--- src/rtl/sum_pkg.sv ---
// Shared types and helpers for the block-sum accumulator.
// Used by sum_accumulator and the adder stage's integration.
package sum_pkg;

   typedef enum logic {ACCUM, HOLD} sum_acc_state_t;

   // Accumulator width: adder result plus log2(n) guard bits.
   function automatic int acc_width(input int width, input int n);
      return width + 1 + $clog2(n);
   endfunction

endpackage

--- src/rtl/sum_accumulator.sv ---
// Sums NUM_SAMPLES adder results into one block sum on a valid/ready output.
// Optional rounded block mean on out_avg when SUM_ACC_AVG_EN is defined.
module sum_accumulator
   import sum_pkg::*;
#(
   parameter int WIDTH = 8,
   parameter int NUM_SAMPLES = 4,
   localparam int ACC_WIDTH = acc_width(WIDTH, NUM_SAMPLES)
) (
   input  logic                 clk,
   input  logic                 rst,
   input  logic                 in_valid,
   output logic                 in_ready,
   input  logic [WIDTH:0]       in_data,
   input  logic                 clear,
   output logic                 out_valid,
   input  logic                 out_ready,
   output logic [ACC_WIDTH-1:0] out_sum
`ifdef SUM_ACC_AVG_EN
   ,
   output logic [WIDTH:0]       out_avg
`endif
);

   localparam int CW = $clog2(NUM_SAMPLES);

   sum_acc_state_t       state;
   logic [ACC_WIDTH-1:0] acc;
   logic [CW-1:0]        cnt;
   logic [ACC_WIDTH-1:0] data_ext;
   logic [ACC_WIDTH-1:0] sum_next;
   logic                 accept;
   logic                 last;

   assign in_ready = !rst && !clear && (state == ACCUM || out_ready);
   assign accept   = in_valid && in_ready;
   assign data_ext = ACC_WIDTH'(in_data);
   assign sum_next = acc + data_ext;
   assign last     = (cnt == CW'(NUM_SAMPLES - 1));

`ifdef SUM_ACC_AVG_EN
   logic [ACC_WIDTH-1:0] rnd;
   logic [WIDTH:0]       avg_next;

   // Round half up, then divide by the power-of-two block size.
   always_comb begin
      rnd      = sum_next + ACC_WIDTH'(NUM_SAMPLES / 2);
      avg_next = rnd[ACC_WIDTH-1:CW];
   end
`endif

   // Block FSM: accumulate in ACCUM, hold the result in HOLD until taken.
   always_ff @(posedge clk) begin
      if (rst) begin
         state     <= ACCUM;
         acc       <= '0;
         cnt       <= '0;
         out_valid <= 1'b0;
         out_sum   <= '0;
`ifdef SUM_ACC_AVG_EN
         out_avg   <= '0;
`endif
      end else begin
         // clear forces in_ready low, so no accept below can collide.
         if (clear) begin
            acc <= '0;
            cnt <= '0;
         end
         unique case (state)
            ACCUM: begin
               if (accept) begin
                  if (last) begin
                     out_sum   <= sum_next;
`ifdef SUM_ACC_AVG_EN
                     out_avg   <= avg_next;
`endif
                     out_valid <= 1'b1;
                     acc       <= '0;
                     cnt       <= '0;
                     state     <= HOLD;
                  end else begin
                     acc <= sum_next;
                     cnt <= cnt + CW'(1);
                  end
               end
            end
            HOLD: begin
               if (out_ready) begin
                  out_valid <= 1'b0;
                  state     <= ACCUM;
                  // Pass-through: the sample taken now starts the next block.
                  if (accept) begin
                     acc <= data_ext;
                     cnt <= CW'(1);
                  end
               end
            end
            default: state <= ACCUM;
         endcase
      end
   end

endmodule

--- config.mk ---
export PLATFORM = sky130hd
export DESIGN_NAME = sum_accumulator
export DESIGN_NICKNAME = d
export VERILOG_FILES = /design/src/rtl/sum_pkg.sv /design/src/rtl/sum_accumulator.sv
export SDC_FILE = /design/constraint.sdc
export NUM_CORES = 1
export LEC_CHECK = 0
export CAP_MARGIN = 20
export CORE_ASPECT_RATIO = 1.2
export CORE_MARGIN = 3
export CORE_UTILIZATION = 55
export CTS_BUF_LIST = sky130_fd_sc_hd__clkbuf_4 sky130_fd_sc_hd__clkbuf_8
export DETAILED_ROUTE_END_ITERATION = 10
export GPL_TIMING_DRIVEN = 0
export PLACE_DENSITY = 0.93
export SLEW_MARGIN = 20
export SYNTH_ARGS = -nofsm -noshare
export SYNTH_HDL_FRONTEND = slang
export SYNTH_SLANG_ARGS = --single-unit
--- constraint.sdc ---
create_clock -name clk -period 2.7 [get_ports clk]
set_input_delay 0.54 -clock clk [delete_from_list [all_inputs] [get_ports clk]]
set_output_delay 0.54 -clock clk [all_outputs]
set_load 0.02 [all_outputs]
# Yosys cells after proc, flatten, opt, wreduce, memory -nomap -nowiden
# Index checks and enable logic that the tools add are counted.
classes:
  addsub: 2
  mul: 0
  div: 0
  n_lt_le_gt_ge: 0
  eq_ne: 4
  shift: 0
  mux: 20
  bitwise_logic: 1
  reduce_logical: 8
ops:
  columns: ["operator", "n"]
  rows:
  - ["2-to-1 mux 11 bit", 5]
  - ["one-hot mux 11 bit (2 select lines)", 1]
  - ["adder 11 x 9 -> 11 bit", 1]
  - ["2-to-1 mux 2 bit", 5]
  - ["2-to-1 mux 1 bit", 6]
  - ["!= test 2 bit (second input constant)", 3]
  - ["AND reduction 3 bit", 2]
  - ["one-hot mux 1 bit (2 select lines)", 2]
  - ["one-hot mux 2 bit (2 select lines)", 1]
  - ["logical AND 1 bit", 3]
  - ["adder 2 x 1 -> 2 bit (second input constant)", 1]
  - ["equality test 2 bit (second input constant)", 1]
  - ["zero test 1 bit", 2]
  - ["logical OR 1 bit", 1]
  - ["NOT 1 bit", 1]
totals:
  regBits: 26
  latch_bits: 0
  ram_bits: 0
  romBits: 0
  inputBits: 14
  output_inout_bits: 13
  wordCells: 40
  memories: 0

# Logic depth before layout (Yosys ltp)
# Gate-level depths: netlist (run 1).
depth:
  depth_word: 7
  ltp_mapped: 8
  depth_no_buf: 8

# Least setup slack after synthesis (run 1)
# Ideal clock, no wire load.
synth_timing:
  path_kind: "in2reg"
  startpoint: "input in_data[0]"
  endpoint: "register out_sum[10]"
  setup_ps: 125
  t_arrival_ps: 2141
  t_required_ps: 2575
  path_slack_ps: 434
  cell_stages: 8
  n_path_buf: 0
  path_cell_list: "ha_1 -> inv_1 -> fa_1 -> nor2b_4 -> o2111a_2 -> or4_4 -> a211oi_1 -> nor3_2"
synth_between:
  elab_chain_cells: 1
synth_lines:
  columns: ["item", "line_no", "rtl"]
  rows:
  - ["from (decl)", "sum_accumulator.sv:14", "input logic [WIDTH:0] in_data,"]
  - ["adder 11 x 9 -> 11 bit", "sum_accumulator.sv:38", "assign sum_next = acc + data_ext;"]
  - ["to (signal assigned)", "sum_accumulator.sv:73", "out_sum <= sum_next;"]
  - ["to (decl)", "sum_accumulator.sv:18", "output logic [ACC_WIDTH-1:0] out_sum"]
# Every way passes these cells.
# A chain may end at the register's enable or synchronous reset.

# Worst setup path in the final report (run 1)
# Ends and elaborated chain as after synthesis.

==> reports/metrics.csv, run 1 <==
stage,metric,value,unit
outcome,status,"complete, no violations",
sta,setup slack after layout,0.183,ns
layout,Layout area overhead,21.0,%
cts,clock network latency to the later pin of the worst-skew pair,0.33,ns
logic_synthesis,sequential-to-total area share from yosys stat,30.6,%
logic_synthesis,Unique masters post-synth,48,
sta,final setup violation count,0,
logic_synthesis,mux contribution to synthesized area,1.77,%
sta,RSZ-0062 raised after global routing,false,
detailed_routing,Routed WL,4450,µm
cts,H-tree depth,1,
detailed_routing,Vias/cell,6.52,
power,maximum VDD drop,261,µV
cts,CTS tree,yes,
logic_synthesis,leading area contributor after synthesis,dfxtp_1,
global_routing,largest net degree at the start of global routing,16,
layout,Nets,267,
worst_setup_path,CP Capture Type,register,
logic_synthesis,top cells by instance count after synthesis,"26 x dfxtp_1, 21 x a21oi_1, 16 x nand2_1",
worst_setup_path,WS Path Type,primary input to register,
logic_synthesis,post-synthesis simple-gate area fraction,26.8,%
global_routing,Congestion Overflow GR,0,
cts,clock sink count,26,
logic_synthesis,#FFs+latches synth,26,
sta,period utilization,93.2,%
logic_synthesis,Mean Syn Cell Area,8.06,µm²
floorplan,Die X,56.8,µm
detailed_routing,Iteration-0 DRC Markers,105,
cts,CTS Buffer Depth,2,
worst_setup_path,Critical Path Fanout Max,4,
worst_setup_path,CP arrival,2.75,ns
logic_synthesis,Mapped Cells,211,
logic_synthesis,ys flop type,dfxtp_1,
logic_synthesis,largest cells by area after synthesis,"dfxtp_1 31%, ha_1 7.4%, a21oi_1 6.2%, nand3_1 4.1%, a211oi_1 4.0%",
logic_synthesis,Synth Cell Area,1700,µm²
worst_setup_path,critical path's largest stage delay,0.52,ns
global_routing,initial antenna violation count,0,
logic_synthesis,largest family of logic cells by synthesized area,simple AND/OR/NAND/NOR gates,
global_routing,vias in the first global route,1729,
layout,layout cells sized above 1,6.22,%
worst_setup_path,worst path bufs/invs,2,
floorplan,die height,66.9,µm
place,dpl cells,271,
worst_setup_path,"critical path, cell by cell",clkdlybuf4s50_1 > ha_1 > inv_1 > fa_1 > nor2b_4 > o2111a_2 > or4_4 > a211oi_1 > nor3_2,
sta,final hold vios,0,
logic_synthesis,top-count cell post-synth,dfxtp_1,
detailed_routing,ANT nets after route,0,
logic_synthesis,xor/xnor share of the synthesized area,1.55,%
worst_setup_path,Crit path max-delay family,simple AND/OR/NAND/NOR gates,
logic_synthesis,Syn Nets,236,
sta,Final min period,2.52,ns
floorplan,io pins,27,
layout,FILL cells,228,
power,PwrDens,385,nW/µm²
floorplan,# rows,21,
place,gpl congestion,0.909,
place,Port Buffers,26,
sta,Slew headroom,62.0,%
worst_setup_path,Crit path required time,2.93,ns
sta,Max Slew Vio Count,0,
detailed_routing,DR WL/cell,16.2,µm
run,Max Cap Viol,0,
sta,fmax,397,MHz
logic_synthesis,synthesis warning total,0,
min_path,worst min path class,register to register,
cts,clk slew on worst S/H paths,0.15,ns
layout,ant diodes,0,
floorplan,DIE AREA,3800,µm²
floorplan,CORE AREA,2860,µm²
detailed_routing,DRC viols,0,
logic_synthesis,Synth async-reset ratio,0,%
logic_synthesis,Synth Area in Adders,8.54,%
worst_setup_path,Critical Path Source Type,primary input,
logic_synthesis,Synth Area in Compound Gates,26.3,%
sta,Worst-Margin Slew,0.570,ns
global_routing,first-pass GRT wire length,7560,µm
global_routing,gr usage total,24.7,%
floorplan,Initial Util,59.4,%
detailed_routing,Detailed Routing Iterations Pass 1,4,
sta,clock skew,0.00497,ns
cts,CTS buffer count,3,
worst_setup_path,slowest cell on the critical path,or4_4,
cts,clk root buf,clkbuf_4,
logic_synthesis,Yosys top cell area share,30.6,%
logic_synthesis,number of synthesized flops with an enable pin,0,
power,Leakage,0.770,nW
cts,"Setup Fix Bufs, Post-CTS",0,
layout,final non-filler cell total,275,
place,HPWL after DPL,3270,µm
detailed_routing,via count,1792,
place,"worst slack, placed",-0.124,ns
-- layout by cell type, fill, tap and decap left out, types with 4 or more instances in the layout --
| cell type | n |
|---|---|
| dfxtp_1 | 26 |
| a211oi_1 | 9 |
| ha_1 | 10 |
| nor3_1 | 10 |
| clkdlybuf4s50_1 | 25 |
| nor2b_1 | 5 |
| a31oi_1 | 5 |
| a221oi_1 | 5 |
| buf_2 | 4 |
| inv_1 | 5 |
| a21oi_1 | 21 |
| o21ai_0 | 10 |
| nor3b_1 | 5 |
| a311oi_1 | 4 |
| nand2_1 | 16 |
| clkbuf_1 | 8 |
| nor2_1 | 10 |
| nand3_1 | 14 |
-- final timing paths --
kind | end | slack, ns | depth (start not counted) | start
worst max-delay path | out_sum[10] | 0.18 | 9 | in_data[0]
worst min-delay path | out_sum[5] | 0.47 | 2 | out_sum[5]
worst min register to register | out_sum[5] | 0.47 | 2 | out_sum[5]
worst max register to register | out_sum[10] | 0.49 | 8 | acc[0]
-- report_power, final --
part / total (mW) / leakage, nW / switching (mW) / internal [mW]
Combinational: 0.129 / 0.532 / 0.0720 / 0.0566
Clock: 0.272 / 0.0279 / 0.122 / 0.150
Sequential: 0.392 / 0.210 / 0.00342 / 0.388
Total: 0.792 / 0.770 / 0.197 / 0.595
-- routing by layer --
layer	global-route usage, %	part of all wire [%]	vias to the layer above	wire length (µm)
li1	-	-	867	-
met5	0	0	-	0
met2	41.3	50	87	2210
met1	30.6	41	830	1830
met4	13.0	1.7	0	76
met3	3.29	7.5	8	336
-- worst register-to-register path: cells and delay by family, from the launching register on --
| kind | cells | cell delay, ns |
|---|---|---|
| and+or+nand+nor | 3 | 0.66 |
| DFF | 1 | 0.36 |
| AOI/OAI and AO/OA | 2 | 0.56 |
| adders and majority gates | 2 | 0.46 |
| buffers and inverters | 1 | 0.08 |
-- flip-flops by register name, indices dropped and copies added, names as in the netlist --
register and flops:
out_sum 11, state 1, cnt 2, acc 11
out_valid 1
-- metrics by stage --
stage	instance area [µm²]	hold WS (ns)	TNS [ns]	power (mW)	utilization, %
3_5_place_dp	2000	0.449	-0.192	0.526	69.9
6_report	2060	0.469	0	0.792	71.9
2_1_floorplan	1700	0.452	0	0.480	-
4_1_cts	2060	0.470	0	0.795	71.8
5_1_grt	2060	0.506	0	0.821	71.9
3_3_place_gp	2000	0.444	-0.191	0.523	69.9
-- logic make-up (layout without fill, tap and decap cells) --
family	after synthesis	in the layout
muxes	3	3
DFF	26	26
AOI/OAI and AO/OA	68	68
and+or+nand+nor	81	81
buffers and inverters	19	49
xor gates and xnor gates	3	3
adders and majority gates	11	11
-- area by class of cell --
cell class	instances	area, µm²	share of cell area, %
sequential	26	520	25.3
inverter	6	22.5	1.09
clock inverter	1	30.0	1.46
timing repair buffer	26	263	12.8
multi-input combinational	166	1100	53.6
tap	34	42.5	2.07
clock buffer	3	22.5	1.09
buffer	13	53.8	2.61
-- what timing repair did --
item	4_1_cts	5_1_grt
setup endpoints to repair	0	1
hold buffers	0	0
gates resized for setup	0	1
No activity file was read; power rests on OpenSTA's default activity.
==> inputs of run 2 (changes only) <==
--- a/config.mk
+++ b/config.mk
@@ -8,11 +8,11 @@
 export CAP_MARGIN = 20
 export CORE_ASPECT_RATIO = 1.2
 export CORE_MARGIN = 3
-export CORE_UTILIZATION = 55
+export CORE_UTILIZATION = 60
 export CTS_BUF_LIST = sky130_fd_sc_hd__clkbuf_4 sky130_fd_sc_hd__clkbuf_8
 export DETAILED_ROUTE_END_ITERATION = 10
 export GPL_TIMING_DRIVEN = 0
-export PLACE_DENSITY = 0.93
+export PLACE_DENSITY = 0.95
 export SLEW_MARGIN = 20
 export SYNTH_ARGS = -nofsm -noshare
 export SYNTH_HDL_FRONTEND = slang
==> constraint.sdc (replaced) <==
create_clock -name clk -period 3.2 [get_ports clk]
set_input_delay 0.64 -clock clk [delete_from_list [all_inputs] [get_ports clk]]
set_output_delay 0.64 -clock clk [all_outputs]
set_load 0.02 [all_outputs]
==> run 2 against run 1 <==
  * Combinational power shrank 15%
  * Non-clock buffer count is the same
  * Flip-flop and latch count is the same
  * Die area shrank 7.5%
  * Setup slack gained 0.17 ns
  * Via count grew 4.6%
  * Global-route usage grew 4.0 points
  * Core utilization grew 5.7 points
  * Routed wire length grew 3.3%
  * Register-to-register slack gained 0.49 ns
  * Largest cell class unchanged
==> reports/metrics.csv, run 2 (synthesized netlist as in run 1, its figures left out) <==
stage,metric,value,unit,change
outcome,status,"complete, no violations",,unchanged
detailed_routing,ANT nets after route,0,,unchanged
floorplan,Die X,54.6,µm,was 56.8 µm
power,maximum VDD drop,316,µV,was 261 µV
min_path,HP Start,out_sum[5],,unchanged
cts,clk root buf,clkbuf_4,,unchanged
worst_setup_path,CP Capture Type,output pin,,was register
place,Port Buffers,26,,unchanged
min_path,worst min path class,register to register,,unchanged
cts,clock network latency to the later pin of the worst-skew pair,0.33,ns,about the same
detailed_routing,Iteration-0 DRC Markers,106,,was 105
power,Sw Ratio,27.7,%,was 24.9%
worst_setup_path,WS Path Type,primary input to output pin,,was primary input to register
cts,clk slew on worst S/H paths,0.15,ns,about the same
sta,clock skew,0.00232,ns,was 0.00497 ns
layout,design area,2040,µm²,was 2060 µm²
power,Leakage,0.749,nW,was 0.770 nW
detailed_routing,via count,1874,,was 1792
sta,Fin Hold WS,0.472,ns,was 0.469 ns
power,clock power share,28.5,%,was 34.3%
worst_setup_path,Critical Path Fanout Max,10,,was 4
cts,CTS buffer count,3,,unchanged
global_routing,vias in the first global route,1807,,was 1729
place,dpl cells,270,,was 271
place,HPWL after DPL,3320,µm,was 3270 µm
cts,PostCTS Resize Cnt,0,,unchanged
sta,Slew headroom,60.1,%,was 62.0%
layout,Nets,267,,unchanged
sta,setup TNS,0,ns,unchanged
sta,final hold vios,0,,unchanged
global_routing,gr usage total,28.7,%,was 24.7%
worst_setup_path,Critical Path Source Type,primary input,,unchanged
sta,Max Slew Vio Count,0,,unchanged
cts,hold buffer count at CTS,0,,unchanged
sta,period utilization,88.9,%,
power,Pint,445,µW,was 595 µW
layout,ant diodes,0,,unchanged
place,gpl congestion,0.901,,was 0.909
power,Comb pwr share,17.8,%,was 16.2%
global_routing,first-pass GRT wire length,7740,µm,was 7560 µm
floorplan,# rows,20,,was 21
detailed_routing,Vias/cell,6.84,,was 6.52
run,Max Cap Viol,0,,unchanged
detailed_routing,Routed WL,4600,µm,was 4450 µm
worst_setup_path,Crit path required time,2.56,ns,was 2.93 ns
cts,CTS Buffer Depth,2,,unchanged
detailed_routing,Detailed Routing Iterations Pass 1,5,,was 4
detailed_routing,DR WL/cell,16.8,µm,was 16.2 µm
floorplan,io pins,27,,unchanged
layout,Multi-input gate area,1100,µm²,unchanged
sta,Worst-Margin Slew,0.598,ns,was 0.570 ns
cts,CTS tree,yes,,unchanged
layout,Reg area,520,µm²,unchanged
global_routing,Congestion Overflow GR,0,,unchanged
sta,final setup violation count,0,,unchanged
cts,H-tree depth,1,,unchanged
sta,fmax,352,MHz,
power,Pwr Total,616,µW,was 792 µW
floorplan,DIE AREA,3510,µm²,was 3800 µm²
power,Seq pwr share,53.7,%,was 49.5%
layout,final non-filler cell total,274,,was 275
worst_setup_path,CP arrival,2.20,ns,was 2.75 ns
cts,clock sink count,26,,unchanged
layout,layout cells sized above 1,6.22,%,unchanged
sta,Final min period,2.84,ns,
sta,RSZ-0062 raised after global routing,false,,unchanged
cts,"Setup Fix Bufs, Post-CTS",0,,unchanged
layout,FILL cells,206,,was 228
floorplan,CORE AREA,2630,µm²,was 2860 µm²
layout,Layout area overhead,19.9,%,was 21.0%
power,PwrDens,302,nW/µm²,was 385 nW/µm²
detailed_routing,DRC viols,0,,unchanged
power,NetSw,171,µW,was 197 µW
worst_setup_path,Reg-to-Reg Start,acc[0],,unchanged
place,placed inst area,2000,µm²,about the same
global_routing,largest net degree at the start of global routing,15,,was 16
global_routing,initial antenna violation count,0,,unchanged
layout,most frequent cells in the layout,"26 x dfxtp_1, 26 x clkdlybuf4s50_1, 21 x a21oi_1, 16 x nand2_1, 14 x nand3_1",,"was 26 x dfxtp_1, 25 x clkdlybuf4s50_1, 21 x a21oi_1, 16 x nand2_1, 14 x nand3_1"
worst_setup_path,Crit. Startpoint,clear,,was in_data[0]
layout,Top Registers,"acc (11), out_sum (11), cnt (2)",,unchanged
floorplan,die height,64.3,µm,was 66.9 µm
floorplan,Initial Util,64.7,%,was 59.4%
-- run 2: changes by cell type in the layout (fill, tap and decap cells not counted), sizes merged --
cell           change
bufinv             -1
clkbuf             +1
clkdlybuf4s50      +1
dlymetal6s2s       -1
-- run 2: worst paths after layout --
path / slack (ns) / depth (start not counted) / to
hold reg to reg: 0.47 / 2 / out_sum[5]
setup reg to reg: 0.98 / 8 / out_sum[10]
hold / removal: 0.47 / 2 / out_sum[5]
setup / recovery: 0.36 / 5 / in_ready
-- run 2: per-layer routing --
| metal | track usage (%) | vias up | share of wire, % |
|---|---|---|---|
| met5 | 0 | - | 0 |
| met4 | 15.3 | 0 | 3.2 |
| met3 | 4.43 | 23 | 9.4 |
| met2 | 46.6 | 110 | 48 |
| met1 | 34.6 | 873 | 39 |
| li1 | - | 868 | - |
-- run 2: worst max-delay path: stages --
cell and delay [ns]:
clkdlybuf4s50_1 0.41, buf_2 0.21, nor2_2 0.20, and2_1 0.15, clkdlybuf4s50_1 0.59
-- run 2: power groups by stage --
stage	clock, mW	sequential (mW)	combinational (mW)
after CTS	0.172	0.330	0.107
after detailed placement	0	0.337	0.107
after floorplan	0	0.337	0.0682
after global placement	0	0.337	0.104
final	0.176	0.331	0.110
after global routing	0.185	0.331	0.121
-- run 2: stage by stage --
step / util (%) / setup slack (ns)
3_3_place_gp: 76.2 / 0.258
4_1_cts: 77.6 / 0.366
2_1_floorplan: - / 0.834
5_1_grt: 77.6 / 0.267
6_report: 77.6 / 0.357
3_5_place_dp: 76.2 / 0.237
-- run 2: layout make-up --
| class | count | share of cell area (%) |
|---|---|---|
| plain buffers | 13 | 2.64 |
| well taps | 33 | 2.03 |
| clock buffers | 4 | 1.78 |
| inverters | 6 | 1.10 |
| multi-input cells | 166 | 54.1 |
| flip-flops and latches | 26 | 25.5 |
| repair buffers | 26 | 12.8 |
==> inputs of run 3 (changes only) <==
--- a/config.mk
+++ b/config.mk
@@ -5,11 +5,12 @@
 export SDC_FILE = /design/constraint.sdc
 export NUM_CORES = 1
 export LEC_CHECK = 0
-export CAP_MARGIN = 20
+export ABC_CLOCK_PERIOD_IN_PS = 3200
+export CAP_MARGIN = 10
 export CORE_ASPECT_RATIO = 1.2
 export CORE_MARGIN = 3
 export CORE_UTILIZATION = 60
-export CTS_BUF_LIST = sky130_fd_sc_hd__clkbuf_4 sky130_fd_sc_hd__clkbuf_8
+export CTS_BUF_LIST = sky130_fd_sc_hd__clkbuf_2 sky130_fd_sc_hd__clkbuf_4 sky130_fd_sc_hd__clkbuf_8
 export DETAILED_ROUTE_END_ITERATION = 10
 export GPL_TIMING_DRIVEN = 0
 export PLACE_DENSITY = 0.95
==> results of run 3 <==
No change in the layout: final DEF, timing and power equal those of run 2.
